--- src/rtl/oled_spi_monitor.sv ---
// oled_spi_monitor: receive-side decoder for the OLED serial link.
//
// Watches the four link wires (reset, dc, sclk, mosi) as the display driver sends
// them, rebuilds the bytes, follows the SSD1306 addressing commands and mirrors
// every display-data byte into a shadow frame-buffer write port addressed
// {page, col}, in the same format as the display RAM.
//
// Ports:
//   clk_i          system clock; must run at least 8x the sclk rate
//   rst_ni         asynchronous active-low reset
//   oled_rst_i     display reset from the link, active low
//   oled_dc_i      0 = command byte, 1 = data byte
//   oled_sclk_i    serial clock
//   oled_mosi_i    serial data, MSB first
//   byte_valid_o   one-cycle pulse per received byte
//   byte_data_o    last received byte, held until the next one
//   byte_dc_o      dc sampled with bit 0 of the byte
//   fb_wren_o      one-cycle frame-buffer write strobe
//   fb_wraddr_o    frame-buffer address {page[2:0], col[6:0]}
//   fb_wrdata_o    frame-buffer write data
//   cur_page_o     live page pointer
//   cur_col_o      live column pointer
//   frame_err_o    one-cycle pulse when a partial byte is discarded
module oled_spi_monitor #(
  parameter int unsigned SyncStages  = 2,
  parameter int unsigned IdleTimeout = 64
) (
  input  logic       clk_i,
  input  logic       rst_ni,
  input  logic       oled_rst_i,
  input  logic       oled_dc_i,
  input  logic       oled_sclk_i,
  input  logic       oled_mosi_i,
  output logic       byte_valid_o,
  output logic [7:0] byte_data_o,
  output logic       byte_dc_o,
  output logic       fb_wren_o,
  output logic [9:0] fb_wraddr_o,
  output logic [7:0] fb_wrdata_o,
  output logic [2:0] cur_page_o,
  output logic [6:0] cur_col_o,
  output logic       frame_err_o
);

  localparam int unsigned IdleW = $clog2(IdleTimeout + 1);

  // ---------------------------------------------------------------------------
  // Input synchronizers: {rst, dc, sclk, mosi}
  // ---------------------------------------------------------------------------
  logic [3:0] sync_q [SyncStages];

  always_ff @(posedge clk_i or negedge rst_ni) begin
    if (!rst_ni) begin
      for (int i = 0; i < SyncStages; i++) begin
        sync_q[i] <= 4'b0000;
      end
    end else begin
      sync_q[0] <= {oled_rst_i, oled_dc_i, oled_sclk_i, oled_mosi_i};
      for (int i = 1; i < SyncStages; i++) begin
        sync_q[i] <= sync_q[i-1];
      end
    end
  end

  logic link_rst_n_s, dc_s, sclk_s, mosi_s;
  assign {link_rst_n_s, dc_s, sclk_s, mosi_s} = sync_q[SyncStages-1];

  logic link_rst;
  assign link_rst = ~link_rst_n_s;

  logic sclk_prev_q;
  logic sclk_rise;
  assign sclk_rise = sclk_s & ~sclk_prev_q;

  // ---------------------------------------------------------------------------
  // Byte receiver
  // ---------------------------------------------------------------------------
  logic [7:0]       shift_q, shift_d;
  logic [2:0]       bit_cnt_q, bit_cnt_d;
  logic [IdleW-1:0] idle_cnt_q, idle_cnt_d;
  logic             byte_valid_q, byte_valid_d;
  logic [7:0]       byte_data_q, byte_data_d;
  logic             byte_dc_q, byte_dc_d;
  logic             fb_wren_q, fb_wren_d;
  logic [9:0]       fb_wraddr_q, fb_wraddr_d;
  logic [7:0]       fb_wrdata_q, fb_wrdata_d;
  logic             frame_err_q, frame_err_d;

  logic [2:0] page_q, page_d;
  logic [6:0] col_q, col_d;

  logic [7:0] byte_next;
  assign byte_next = {shift_q[6:0], mosi_s};

  always_comb begin
    shift_d      = shift_q;
    bit_cnt_d    = bit_cnt_q;
    idle_cnt_d   = idle_cnt_q;
    byte_valid_d = 1'b0;
    byte_data_d  = byte_data_q;
    byte_dc_d    = byte_dc_q;
    fb_wren_d    = 1'b0;
    fb_wraddr_d  = fb_wraddr_q;
    fb_wrdata_d  = fb_wrdata_q;
    frame_err_d  = 1'b0;
    if (link_rst) begin
      shift_d    = '0;
      bit_cnt_d  = '0;
      idle_cnt_d = '0;
    end else if (sclk_rise) begin
      shift_d    = byte_next;
      bit_cnt_d  = bit_cnt_q + 3'd1;  // wraps to 0 after the 8th bit
      idle_cnt_d = '0;
      if (bit_cnt_q == 3'd7) begin
        byte_valid_d = 1'b1;
        byte_data_d  = byte_next;
        byte_dc_d    = dc_s;
        // The write address is the pointer before this byte's advance.
        fb_wren_d    = dc_s;
        if (dc_s) begin
          fb_wraddr_d = {page_q, col_q};
          fb_wrdata_d = byte_next;
        end
      end
    end else if (bit_cnt_q != 3'd0) begin
      if (idle_cnt_q == IdleW'(IdleTimeout - 1)) begin
        bit_cnt_d   = '0;
        idle_cnt_d  = '0;
        frame_err_d = 1'b1;
      end else begin
        idle_cnt_d = idle_cnt_q + 1'b1;
      end
    end
  end

  always_ff @(posedge clk_i or negedge rst_ni) begin
    if (!rst_ni) begin
      sclk_prev_q  <= 1'b0;
      shift_q      <= '0;
      bit_cnt_q    <= '0;
      idle_cnt_q   <= '0;
      byte_valid_q <= 1'b0;
      byte_data_q  <= '0;
      byte_dc_q    <= 1'b0;
      fb_wren_q    <= 1'b0;
      fb_wraddr_q  <= '0;
      fb_wrdata_q  <= '0;
      frame_err_q  <= 1'b0;
    end else begin
      sclk_prev_q  <= sclk_s;
      shift_q      <= shift_d;
      bit_cnt_q    <= bit_cnt_d;
      idle_cnt_q   <= idle_cnt_d;
      byte_valid_q <= byte_valid_d;
      byte_data_q  <= byte_data_d;
      byte_dc_q    <= byte_dc_d;
      fb_wren_q    <= fb_wren_d;
      fb_wraddr_q  <= fb_wraddr_d;
      fb_wrdata_q  <= fb_wrdata_d;
      frame_err_q  <= frame_err_d;
    end
  end

  // ---------------------------------------------------------------------------
  // Command decoder
  // ---------------------------------------------------------------------------
  typedef enum logic [1:0] {StIdle, StArg1, StArg2} state_e;

  state_e state_q, state_d;

  logic [7:0] cmd_q, cmd_d;
  logic [7:0] arg_q, arg_d;
  logic       horiz_q, horiz_d;
  logic [6:0] col_start_q, col_start_d, col_end_q, col_end_d;
  logic [2:0] page_start_q, page_start_d, page_end_q, page_end_d;

  logic cmd_byte, data_byte;
  assign cmd_byte  = byte_valid_q & ~byte_dc_q;
  assign data_byte = byte_valid_q & byte_dc_q;

  // Commands that are followed by at least one argument byte.
  logic has_arg;
  always_comb begin
    has_arg = 1'b0;
    unique case (byte_data_q)
      8'h20, 8'h21, 8'h22,
      8'h81, 8'h8D, 8'hA8, 8'hD3, 8'hD5, 8'hD9, 8'hDA, 8'hDB: has_arg = 1'b1;
      default: has_arg = 1'b0;
    endcase
  end

  logic two_args;
  assign two_args = (cmd_q == 8'h21) || (cmd_q == 8'h22);

  // State register
  always_ff @(posedge clk_i or negedge rst_ni) begin
    if (!rst_ni) begin
      state_q <= StIdle;
    end else begin
      state_q <= state_d;
    end
  end

  // Next-state logic
  always_comb begin
    state_d = state_q;
    if (link_rst || data_byte) begin
      // A data byte abandons any pending argument.
      state_d = StIdle;
    end else if (cmd_byte) begin
      unique case (state_q)
        StIdle:  state_d = has_arg ? StArg1 : StIdle;
        StArg1:  state_d = two_args ? StArg2 : StIdle;
        StArg2:  state_d = StIdle;
        default: state_d = StIdle;
      endcase
    end
  end

  // Pointer / mode update
  always_comb begin
    cmd_d        = cmd_q;
    arg_d        = arg_q;
    horiz_d      = horiz_q;
    col_d        = col_q;
    page_d       = page_q;
    col_start_d  = col_start_q;
    col_end_d    = col_end_q;
    page_start_d = page_start_q;
    page_end_d   = page_end_q;
    if (link_rst) begin
      cmd_d        = '0;
      arg_d        = '0;
      horiz_d      = 1'b0;
      col_d        = '0;
      page_d       = '0;
      col_start_d  = 7'd0;
      col_end_d    = 7'd127;
      page_start_d = 3'd0;
      page_end_d   = 3'd7;
    end else if (data_byte) begin
      if (!horiz_q) begin
        col_d = col_q + 7'd1;
      end else if (col_q == col_end_q) begin
        col_d  = col_start_q;
        page_d = (page_q == page_end_q) ? page_start_q : page_q + 3'd1;
      end else begin
        col_d = col_q + 7'd1;
      end
    end else if (cmd_byte) begin
      unique case (state_q)
        StIdle: begin
          cmd_d = byte_data_q;
          if (byte_data_q[7:4] == 4'h0) begin
            col_d[3:0] = byte_data_q[3:0];
          end else if (byte_data_q[7:4] == 4'h1) begin
            col_d[6:4] = byte_data_q[2:0];
          end else if (byte_data_q[7:3] == 5'b10110) begin
            page_d = byte_data_q[2:0];
          end
        end
        StArg1: begin
          arg_d = byte_data_q;
          if (cmd_q == 8'h20) begin
            horiz_d = (byte_data_q[1:0] == 2'b00);
          end
        end
        StArg2: begin
          if (cmd_q == 8'h21) begin
            col_start_d = arg_q[6:0];
            col_end_d   = byte_data_q[6:0];
            col_d       = arg_q[6:0];
          end else begin
            page_start_d = arg_q[2:0];
            page_end_d   = byte_data_q[2:0];
            page_d       = arg_q[2:0];
          end
        end
        default: ;
      endcase
    end
  end

  always_ff @(posedge clk_i or negedge rst_ni) begin
    if (!rst_ni) begin
      cmd_q        <= '0;
      arg_q        <= '0;
      horiz_q      <= 1'b0;
      col_q        <= '0;
      page_q       <= '0;
      col_start_q  <= 7'd0;
      col_end_q    <= 7'd127;
      page_start_q <= 3'd0;
      page_end_q   <= 3'd7;
    end else begin
      cmd_q        <= cmd_d;
      arg_q        <= arg_d;
      horiz_q      <= horiz_d;
      col_q        <= col_d;
      page_q       <= page_d;
      col_start_q  <= col_start_d;
      col_end_q    <= col_end_d;
      page_start_q <= page_start_d;
      page_end_q   <= page_end_d;
    end
  end

  // ---------------------------------------------------------------------------
  // Outputs
  // ---------------------------------------------------------------------------
  assign byte_valid_o = byte_valid_q;
  assign byte_data_o  = byte_data_q;
  assign byte_dc_o    = byte_dc_q;
  assign fb_wren_o    = fb_wren_q;
  assign fb_wraddr_o  = fb_wraddr_q;
  assign fb_wrdata_o  = fb_wrdata_q;
  assign frame_err_o  = frame_err_q;
  assign cur_page_o   = page_q;
  assign cur_col_o    = col_q;

endmodule

--- config.mk ---
export PLATFORM = sky130hd
export DESIGN_NAME = oled_spi_monitor
export DESIGN_NICKNAME = d
export VERILOG_FILES = /design/src/rtl/oled_spi_monitor.sv
export SDC_FILE = /design/constraint.sdc
export NUM_CORES = 1
export LEC_CHECK = 0
export ABC_CLOCK_PERIOD_IN_PS = 2040
export CAP_MARGIN = 40
export CORE_MARGIN = 3
export CORE_UTILIZATION = 60
export CTS_BUF_LIST = sky130_fd_sc_hd__clkbuf_16
export DETAILED_ROUTE_END_ITERATION = 7
export DONT_BUFFER_PORTS = 1
export PLACE_DENSITY = 0.76
export SLEW_MARGIN = 10
export SYNTH_ARGS = -nofsm -noshare
export SYNTH_HDL_FRONTEND = slang
export SYNTH_SLANG_ARGS = --single-unit
--- constraint.sdc ---
create_clock -name clk_i -period 2.04 [get_ports clk_i]
set_input_delay 0.408 -clock clk_i [delete_from_list [all_inputs] [get_ports clk_i]]
set_output_delay 0.408 -clock clk_i [all_outputs]
set_load 0.03 [all_outputs]
==> results of run 1 <==
## cell usage after synthesis, drive strengths merged (2+ instances only)
library cell and count:
nor3 8, mux2i 21, and4 2, a21oi 40, nor2 31, dfrtp 94, inv 8, nor2b 10
o31ai 3, a31oi 6, o211ai 4, nor4 2, and3 5, dfstp 10, or3 9, nor3b 3
clkbuf 22, ha 6, nand2b 4, nand4 5, o21ai 18, buf 7, a22o 2, xor2 6
nand2 91, xnor2 11, nand3 9, nor4b 3, mux2 28
## stage by stage
stage,utilization,instances
after floorplan,-,481
after global placement,0.661,590
after detailed placement,0.661,590
after CTS,0.700,606
after global routing,0.701,606
final,0.701,606
## registers in the layout (all words and copies together) (netlist names), 2 cells and up
| signal | flops |
|---|---|
| cmd_q | 8 |
| col_end_q | 7 |
| arg_q | 7 |
| bit_cnt_q | 3 |
| byte_data_o | 8 |
| fb_wraddr_o | 10 |
| sync_q | 4 |
| shift_q | 7 |
| page_start_q | 3 |
| cur_page_o | 3 |
| cur_col_o | 7 |
| idle_cnt_q | 7 |
| page_end_q | 3 |
| col_start_q | 7 |
| state_q | 2 |
| fb_wrdata_o | 8 |
## per-layer routing
layer	GRT usage	wire length, um	share of wire	vias to the layer above
li1	-	-	-	1687
met1	0.329	4680	0.42	1781
met2	0.425	5470	0.50	120
met3	0.0581	625	0.057	28
met4	0.105	269	0.024	0
met5	0	0	0	-
## how the worst max path moves through the flow
| stage | start | end | slack (ns) |
|---|---|---|---|
| floorplan | cur_col_o[2] | cur_col_o[3] | 0.19 |
| global placement | cmd_q[3] | cur_page_o[2] | 0.22 |
| detailed placement | cmd_q[1] | cur_page_o[1] | 0.17 |
| CTS | cmd_q[1] | cur_page_o[1] | 0.15 |
| global route | cmd_q[3] | col_end_q[0] | 0.03 |
| finish | cmd_q[1] | cur_page_o[1] | 0.14 |
## area by class of cell
| type | count | share of cell area |
|---|---|---|
| Clock buffer | 9 | 0.0409 |
| Clock inverter | 7 | 0.0155 |
| Inverter | 8 | 0.00546 |
| Multi-Input combinational cell | 340 | 0.388 |
| Sequential cell | 104 | 0.475 |
| Tap cell | 102 | 0.0232 |
| Timing Repair Buffer | 36 | 0.0514 |
## what timing repair did
item	4_1_cts	5_1_grt
gates resized for setup	0	1
endpoints found under the setup margin	0	1
hold endpoints to repair	104	104
## where the power goes
| group | switching, mW | internal [mW] |
|---|---|---|
| Clock | 0.792 | 0.980 |
| Combinational | 0.0564 | 0.0251 |
| Sequential | 0.0124 | 2.08 |
| Total | 0.861 | 3.08 |
## kinds of logic (layout without fill, tap and decap cells)
group | after synthesis | count (layout) | share of synthesized area
fa+ha+maj | 7 | 7 | 0.0173
xor+xnor | 17 | 17 | 0.0303
simple gates | 187 | 187 | 0.182
mux | 49 | 49 | 0.107
buf+inv | 37 | 60 | 0.0339
compound gates | 80 | 80 | 0.0966
flops | 104 | 104 | 0.533
==> flow_summary.json, run 1 <==
{
  "outcome": "complete, but fails checks",
  "violations": "hold timing",
  "layout_common_cells": "dfrtp_1, nand2_1, a21oi_1",
  "syn_area_per_cell_um2": 10.2,
  "grt_pass1_wl_um": 18100,
  "port_buffers": 0,
  "tns_ns": 0,
  "finalWorstSetupSlack_ns": 0.145,
  "netlist_top_cells_area": "dfrtp_1, nand2_1, mux2_2",
  "fin_worst_skew_ns": 0.00912,
  "arrival_ns": 2.13,
  "rows": 32,
  "startpoint_type": "register",
  "final-seq-area_um2": 2620,
  "end_kind": "register",
  "gp_congestion": 0.978,
  "start_util": 0.626,
  "reg2reg_depth": 5,
  "synth_edf_count": 0,
  "drt-total-wl_um": 11000,
  "layout-drive-gt1-share": 0.192,
  "avgViaCountPerCell": 5.97,
  "grt-ovfl-total": 0,
  "ys_seq_area_frac": 0.533,
  "antenna_found_initial": 0,
  "clk_path_buf_depth": 2,
  "synth_top_area_frac": 0.479,
  "ant_nets": 0,
  "clock-root-buffer": "clkbuf_16",
  "clock_latency_ns": 0.34,
  "fp.dieW_um": 96.5,
  "timing.hold.ws_ns": -0.250,
  "async_flop_share": 1.00,
  "power_density_nw_per_um2": 716,
  "syn-instance-count": 481,
  "cts_setup_buffers": 0,
  "cp_max_fo": 4,
  "setup_viol": 0,
  "power_leakage_nw": 2.55,
  "finalMaxSlewViolations": 0,
  "rr_startpoint": "cmd_q[1]",
  "crit_chain": "nor4b_4, nand2_1, a211o_2, o311ai_2, mux2_2",
  "cpPeakStageDelay_ns": 0.46,
  "clk_pin_slew_ns": 0.07,
  "yosys.area.top_type": "dfrtp_1",
  "core-area_um2": 7850,
  "totalPowerFinal_mw": 3.94,
  "grt_max_degree": 105,
  "routedWlPerCell_um": 18.2,
  "drv_cap": 0,
  "syn_nets": 493,
  "fmax_mhz": 528,
  "synth_seq_cells": 104,
  "grt_pass1_vias": 3643,
  "timing.critical_path.buf_inv": 0,
  "cts_buffers": 9,
  "cts_sinks": 104,
  "synth_cell_type_count": 52,
  "placed_area_um2": 5180,
  "final-hold-violation-count": 104,
  "die_y_um": 96.5,
  "rsz0062_at_grt": "no",
  "area_growth_pct": 12.1,
  "drtIter0Drc": 201,
  "layout_commonest_cell": "dfrtp_1",
  "min_period_ns": 1.90,
  "design_area_um2": 5500,
  "die-area_um2": 9300,
  "path_class": "reg2reg",
  "r2r_slack_ns": 0.14,
  "vias": 3616,
  "antennaDiodeCount": 0,
  "multi_input_area_um2": 2140,
  "final_nets": 511,
  "pre_cts_ws_ns": 0.165,
  "drt_first_pass_iters": 4,
  "grtUsageTotal": 0.257,
  "htree_levels": 3,
  "min_path_type": "in2async",
  "crit_family": "compound AO/OA/AOI/OAI gates",
  "peakVddDrop_mv": 0.463,
  "dp_hpwl_um": 7660,
  "cp_data_required_time_ns": 2.27,
  "reg2reg_to": "cur_page_o[1]",
  "yosys_warnings": 0,
  "cpMaxStageDelayCell": "dfrtp_1",
  "syn_area_um2": 4910,
  "ys.flop_type": "dfrtp_1",
  "slew_headroom": 0.570,
  "period_share": 0.929,
  "nFillCells": 603,
  "io_pins": 46,
  "drcViolationCount": 0,
  "cts_tree": "yes",
  "cp_num_cells": 5,
  "tightest_slew_ns": 0.644
}
Note: power is estimated with default switching activity, not from simulation.
==> run 2: changes to the inputs <==
ABC_AREA = 1   (was default)
CORE_MARGIN = 8   (was 3)
HOLD_SLACK_MARGIN = 0.15   (was default)
==> run 2 against run 1 <==
Against the previous run:
- the flow still finishes with violations (hold timing)
- largest cell class unchanged
- combinational power rose to 2.8 times the previous value
- setup slack improved by 0.10 ns
- via count up 13%
- clock power barely moved
- clock skew rose by 0.0077 ns
- critical endpoint is now cur_col_o[6]
==> flow_summary.json, run 2 <==
{
  "cp_max_fo": 6,
  "fin_worst_skew_ns": 0.0168,
  "cts_buffers": 9,
  "synth_top_area_frac": 0.478,
  "netlist_top_cells_count": "nand2_1, dfrtp_1, o21ai_0, inv_1, nand3_1",
  "ys_seq_area_frac": 0.531,
  "setup_viol": 0,
  "grt_pass1_vias": 3970,
  "cp_data_required_time_ns": 2.31,
  "start_util": 0.608,
  "rsz0062_at_grt": "no",
  "rows": 33,
  "clk_path_buf_depth": 2,
  "power_leakage_nw": 2.67,
  "die-area_um2": 11400,
  "drt_first_pass_iters": 5,
  "synth_seq_cells": 104,
  "power.switching_mw": 1.05,
  "synthAdderAreaFrac": 0.0152,
  "min_period_ns": 1.79,
  "syn_area_per_cell_um2": 8.26,
  "cts_setup_buffers": 0,
  "timing.hold.ws_ns": -0.255,
  "final-seq-area_um2": 2620,
  "gp_congestion": 0.926,
  "violations": "hold timing",
  "netlist_top_cells_area": "dfrtp_1, nand2_1, o21ai_0",
  "slew_headroom": 0.619,
  "synth_cell_type_count": 34,
  "crit_chain": "ha_1, nand4_1, o21ai_0, nand2_1, nand2_1, nand3_1, a21oi_1",
  "post_cts_resized": 0,
  "grt_pass1_wl_um": 19500,
  "grt-ovfl-total": 0,
  "io_pins": 46,
  "power_density_nw_per_um2": 749,
  "yosys.area.top_type": "dfrtp_1",
  "antenna_found_initial": 0,
  "end_kind": "register",
  "syn-instance-count": 596,
  "synth.most_common_cell": "nand2_1",
  "arrival_ns": 2.06,
  "layout_common_cells": "nand2_1, dfrtp_1, o21ai_0",
  "pwr-share-seq": 0.523,
  "fmax_mhz": 558,
  "clkPwrFrac": 0.423,
  "cpPeakStageDelay_ns": 0.61,
  "path_class": "reg2reg",
  "antennaDiodeCount": 0,
  "area_growth_pct": 11.3,
  "die_y_um": 107,
  "ys.flop_type": "dfrtp_1",
  "crit_top_cell": "nand2_1",
  "cpMaxStageDelayCell": "dfrtp_1",
  "yosys_warnings": 0,
  "synth_top_family_by_area": "simple AND/OR/NAND/NOR gates",
  "largest_reg_flops": 10,
  "clock_latency_ns": 0.35,
  "swShare": 0.255,
  "tns_ns": 0,
  "dp_hpwl_um": 8440,
  "pwr-share-comb": 0.055,
  "period_share": 0.879,
  "finalMaxSlewViolations": 0,
  "cts_tree": "yes",
  "peakVddDrop_mv": 0.528,
  "syn_area_um2": 4920,
  "drt-total-wl_um": 11700,
  "avgViaCountPerCell": 5.63,
  "routedWlPerCell_um": 16.0,
  "final_nets": 631,
  "vias": 4104,
  "layout-drive-gt1-share": 0.112,
  "synthSimpleGateAreaFrac": 0.244,
  "startpoint_type": "register",
  "synth_edf_count": 0,
  "ant_nets": 0,
  "min_path_type": "in2async",
  "outcome": "complete, but fails checks",
  "htree_levels": 3,
  "final-hold-violation-count": 104,
  "port_buffers": 0,
  "drcViolationCount": 0,
  "cts_sinks": 104,
  "synth.area.mux_share": 0,
  "holdBufCountCts": 4,
  "fp.dieW_um": 107,
  "synth_xor_area_frac": 0.00889,
  "async_flop_share": 1.00,
  "grt_max_degree": 105,
  "layout_commonest_cell": "nand2_1",
  "drtIter0Drc": 301,
  "synth_compound_area_frac": 0.121,
  "clk_pin_slew_ns": 0.08,
  "grtUsageTotal": 0.214,
  "tightest_slew_ns": 0.565,
  "core-area_um2": 8090,
  "nFillCells": 655,
  "p_int_mw": 3.06,
  "multi_input_area_um2": 1920,
  "drv_cap": 0,
  "clock-root-buffer": "clkbuf_16",
  "syn_nets": 608
}
-- run 2: changes by cell type in the layout (fill, tap and decap cells not counted), moves of 13 or more --
cell	change
buf_4	-13
o21ai_0	+61
nand3_1	+42
a21oi_1	-17
nand2_1	+63
mux2i_1	-21
inv_1	+64
mux2_2	-28
-- run 2: final cells by class --
type                            count  area share
Clock buffer                        9      0.0411
Clock inverter                      7      0.0158
Inverter                           80      0.0548
Multi-Input combinational cell    398       0.350
Sequential cell                   104       0.477
Tap cell                          105      0.0240
Timing Repair Buffer               26      0.0375
-- run 2: path summary, 6_finish.rpt --
path,from,end,slack (ns),depth (start not counted)
hold reg to reg,sync_q[6],dc_s,0.35,0
hold / removal,rst_ni,fb_wraddr_o[6],-0.26,0
min in group clk_i,sync_q[6],dc_s,0.35,0
max in group asynchronous,rst_ni,col_end_q[1],2.07,0
setup / recovery,cur_col_o[0],cur_col_o[6],0.25,7
setup reg to reg,cur_col_o[0],cur_col_o[6],0.25,7
-- run 2: per-layer routing --
layer	track usage	wire, um
met1	0.279	5130
met2	0.338	5360
met3	0.0462	943
met4	0.0884	256
met5	0	0
-- run 2: stage by stage --
step | area, um2 | instances | total power [mW] | worst slack (ns) | util
after CTS | 5480 | 729 | 4.11 | 0.254 | 0.677
after floorplan | 4920 | 596 | 2.34 | 0.487 | -
after global routing | 5480 | 729 | 4.22 | 0.0831 | 0.677
final | 5480 | 729 | 4.11 | 0.247 | 0.677
after global placement | 5130 | 709 | 2.39 | 0.354 | 0.634
after detailed placement | 5130 | 709 | 2.40 | 0.269 | 0.634
-- run 2: cells by family after synthesis --
| family | Yosys count |
|---|---|
| xor gates and xnor gates | 5 |
| buffers and inverters | 94 |
| and+or+nand+nor | 273 |
| AOI/OAI and AO/OA | 114 |
| adders and majority gates | 6 |
| DFF | 104 |
-- run 2: power groups by stage --
stage | Combinational, mW | Clock (mW) | Sequential (mW)
floorplan | 0.146 | 0 | 2.19
detailed placement | 0.216 | 0 | 2.19
global route | 0.253 | 1.82 | 2.15
CTS | 0.224 | 1.74 | 2.15
global placement | 0.211 | 0 | 2.18
finish | 0.225 | 1.74 | 2.15
-- run 2: worst max-delay path: cells and delay by family, from the launching register on --
kind,cells,cell delay [ns]
AOI/OAI and AO/OA,2,0.39
and+or+nand+nor,4,0.41
DFF,1,0.61
adders and majority gates,1,0.30
==> run 3: changes to the inputs <==
ABC_CLOCK_PERIOD_IN_PS = 1700   (was 2040)
clock period = 1.7 ns   (was 2.04 ns; I/O delays follow)
==> run 3 against run 2 <==
Against the previous run:
- combinational power increased by 24%
- cell area grew 1.6%
- fmax rose by 15%
- hold slack worse by 0.071 ns
- cell count up 1.6%
- critical path type unchanged
- global-route usage decreased by 0.67 points
- first-iteration DRC count is 8.6% lower
- clock skew is 0.0044 ns lower
- register-to-register slack worse by 0.11 ns
- the run still ends with hold timing left
==> flow_summary.json, run 3 (synthesized netlist as in run 2, its figures left out) <==
{
  "grtUsageTotal": 0.207,
  "antenna_found_initial": 0,
  "largest_reg_flops": 10,
  "dp_hpwl_um": 8220,
  "avgViaCountPerCell": 5.52,
  "path_class": "reg2reg",
  "min_path_type": "in2async",
  "htree_levels": 3,
  "rsz0062_at_grt": "no",
  "power_leakage_nw": 2.73,
  "fin_worst_skew_ns": 0.0124,
  "setup_viol": 0,
  "drv_cap": 0,
  "pwr-share-seq": 0.520,
  "cts_setup_buffers": 0,
  "grt_pass1_vias": 3901,
  "swShare": 0.255,
  "routedWlPerCell_um": 15.5,
  "cts_tree": "yes",
  "layout-drive-gt1-share": 0.129,
  "cp_max_fo": 8,
  "clock-root-buffer": "clkbuf_16",
  "io_pins": 46,
  "port_buffers": 0,
  "peakVddDrop_mv": 0.473,
  "grt_max_degree": 105,
  "final_nets": 643,
  "cpPeakStageDelay_ns": 0.46,
  "clk_pin_slew_ns": 0.08,
  "drtIter0Drc": 275,
  "crit_chain": "inv_1, nand2_1, nand2_1, nand2_1, nor2_4, nand2_4, nand2_2, nand3_1, nand2_1, nand2_1",
  "timing.hold.ws_ns": -0.326,
  "ant_nets": 0,
  "cpMaxStageDelayCell": "dfrtp_1",
  "arrival_ns": 1.81,
  "violations": "hold timing",
  "period_share": 0.921,
  "drcViolationCount": 0,
  "tightest_slew_ns": 0.460,
  "drt_first_pass_iters": 5,
  "grt-ovfl-total": 0,
  "end_kind": "register",
  "finalMaxSlewViolations": 0,
  "clkPwrFrac": 0.424,
  "grt_pass1_wl_um": 18800,
  "die_y_um": 107,
  "core-area_um2": 8090,
  "cp_data_required_time_ns": 1.94,
  "pwr-share-comb": 0.056,
  "start_util": 0.608,
  "layout_common_cells": "nand2_1, dfrtp_1, o21ai_0",
  "cts_buffers": 9,
  "slew_headroom": 0.694,
  "p_int_mw": 3.68,
  "tns_ns": 0,
  "final-hold-violation-count": 104,
  "startpoint_type": "register",
  "clock_latency_ns": 0.35,
  "vias": 4089,
  "power_density_nw_per_um2": 889,
  "gp_congestion": 0.933,
  "fmax_mhz": 639,
  "place_inst": 721,
  "post_cts_resized": 0,
  "crit_top_cell": "nand2_1",
  "min_period_ns": 1.57,
  "nFillCells": 634,
  "power.switching_mw": 1.26,
  "clk_path_buf_depth": 2,
  "holdBufCountCts": 4,
  "layout_commonest_cell": "nand2_1",
  "die-area_um2": 11400,
  "outcome": "complete, but fails checks",
  "cts_sinks": 104,
  "rows": 33,
  "fp.dieW_um": 107,
  "area_growth_pct": 13.0,
  "antennaDiodeCount": 0,
  "layout.cells.non_filler": 741,
  "drt-total-wl_um": 11400
}
[run 3: cell types whose count changed in the layout (fill, tap and decap cells not counted)]
| cell | previous run | this run |
|---|---|---|
| buf_4 | 22 | 34 |
| clkinv_8 | 3 | 2 |
| inv_6 | 0 | 3 |
| clkinv_4 | 3 | 0 |
| inv_8 | 1 | 2 |
[run 3: final timing paths]
kind,startpoint,end,slack (ns),depth (start not counted)
worst min register to register,sync_q[7],link_rst_n_s,0.35,0
min in group clk_i,sync_q[7],link_rst_n_s,0.35,0
worst max-delay path,cur_col_o[0],cur_page_o[2],0.13,10
max in group asynchronous,rst_ni,page_end_q[1],1.81,0
worst max register to register,cur_col_o[0],cur_page_o[2],0.13,10
worst min-delay path,rst_ni,fb_wraddr_o[5],-0.33,0
[run 3: area by class of cell]
cell class | count | area, um2 | share of cell area
Clock buffer | 9 | 225 | 0.0405
Sequential cell | 104 | 2620 | 0.470
Tap cell | 105 | 131 | 0.0236
Timing Repair Buffer | 38 | 295 | 0.0531
Multi-Input combinational cell | 398 | 1920 | 0.344
Clock inverter | 7 | 81.3 | 0.0146
Inverter | 80 | 300 | 0.0540
[run 3: layer usage]
layer,track usage,up-vias,wire [um]
met1,0.262,1924,4960
li1,-,2001,-
met5,0,-,0
met3,0.0486,29,905
met2,0.326,135,5250
met4,0.105,0,327
[run 3: power by group through the flow]
stage / registers, mW / clock network (mW) / logic, mW
6_report: 2.57 / 2.10 / 0.279
5_1_grt: 2.58 / 2.21 / 0.314
4_1_cts: 2.57 / 2.12 / 0.278
3_5_place_dp: 2.62 / 0 / 0.268
3_3_place_gp: 2.62 / 0 / 0.262
2_1_floorplan: 2.63 / 0 / 0.175
[run 3: critical path, delay by kind of cell, from the launching register on]
family | cells | cell delay [ns]
buf+inv | 1 | 0.15
flops | 1 | 0.46
simple gates | 9 | 0.85
[run 3: stage by stage]
step | total power [mW] | hold slack, ns | instance area [um2] | worst slack [ns] | util
after floorplan | 2.81 | 0.0444 | 4920 | 0.147 | -
after global placement | 2.88 | 0.0479 | 5220 | 0.218 | 0.645
after detailed placement | 2.89 | 0.0475 | 5220 | 0.149 | 0.645
after CTS | 4.97 | -0.325 | 5560 | 0.118 | 0.688
after global routing | 5.10 | -0.328 | 5560 | 0.0137 | 0.688
final | 4.95 | -0.326 | 5560 | 0.135 | 0.688
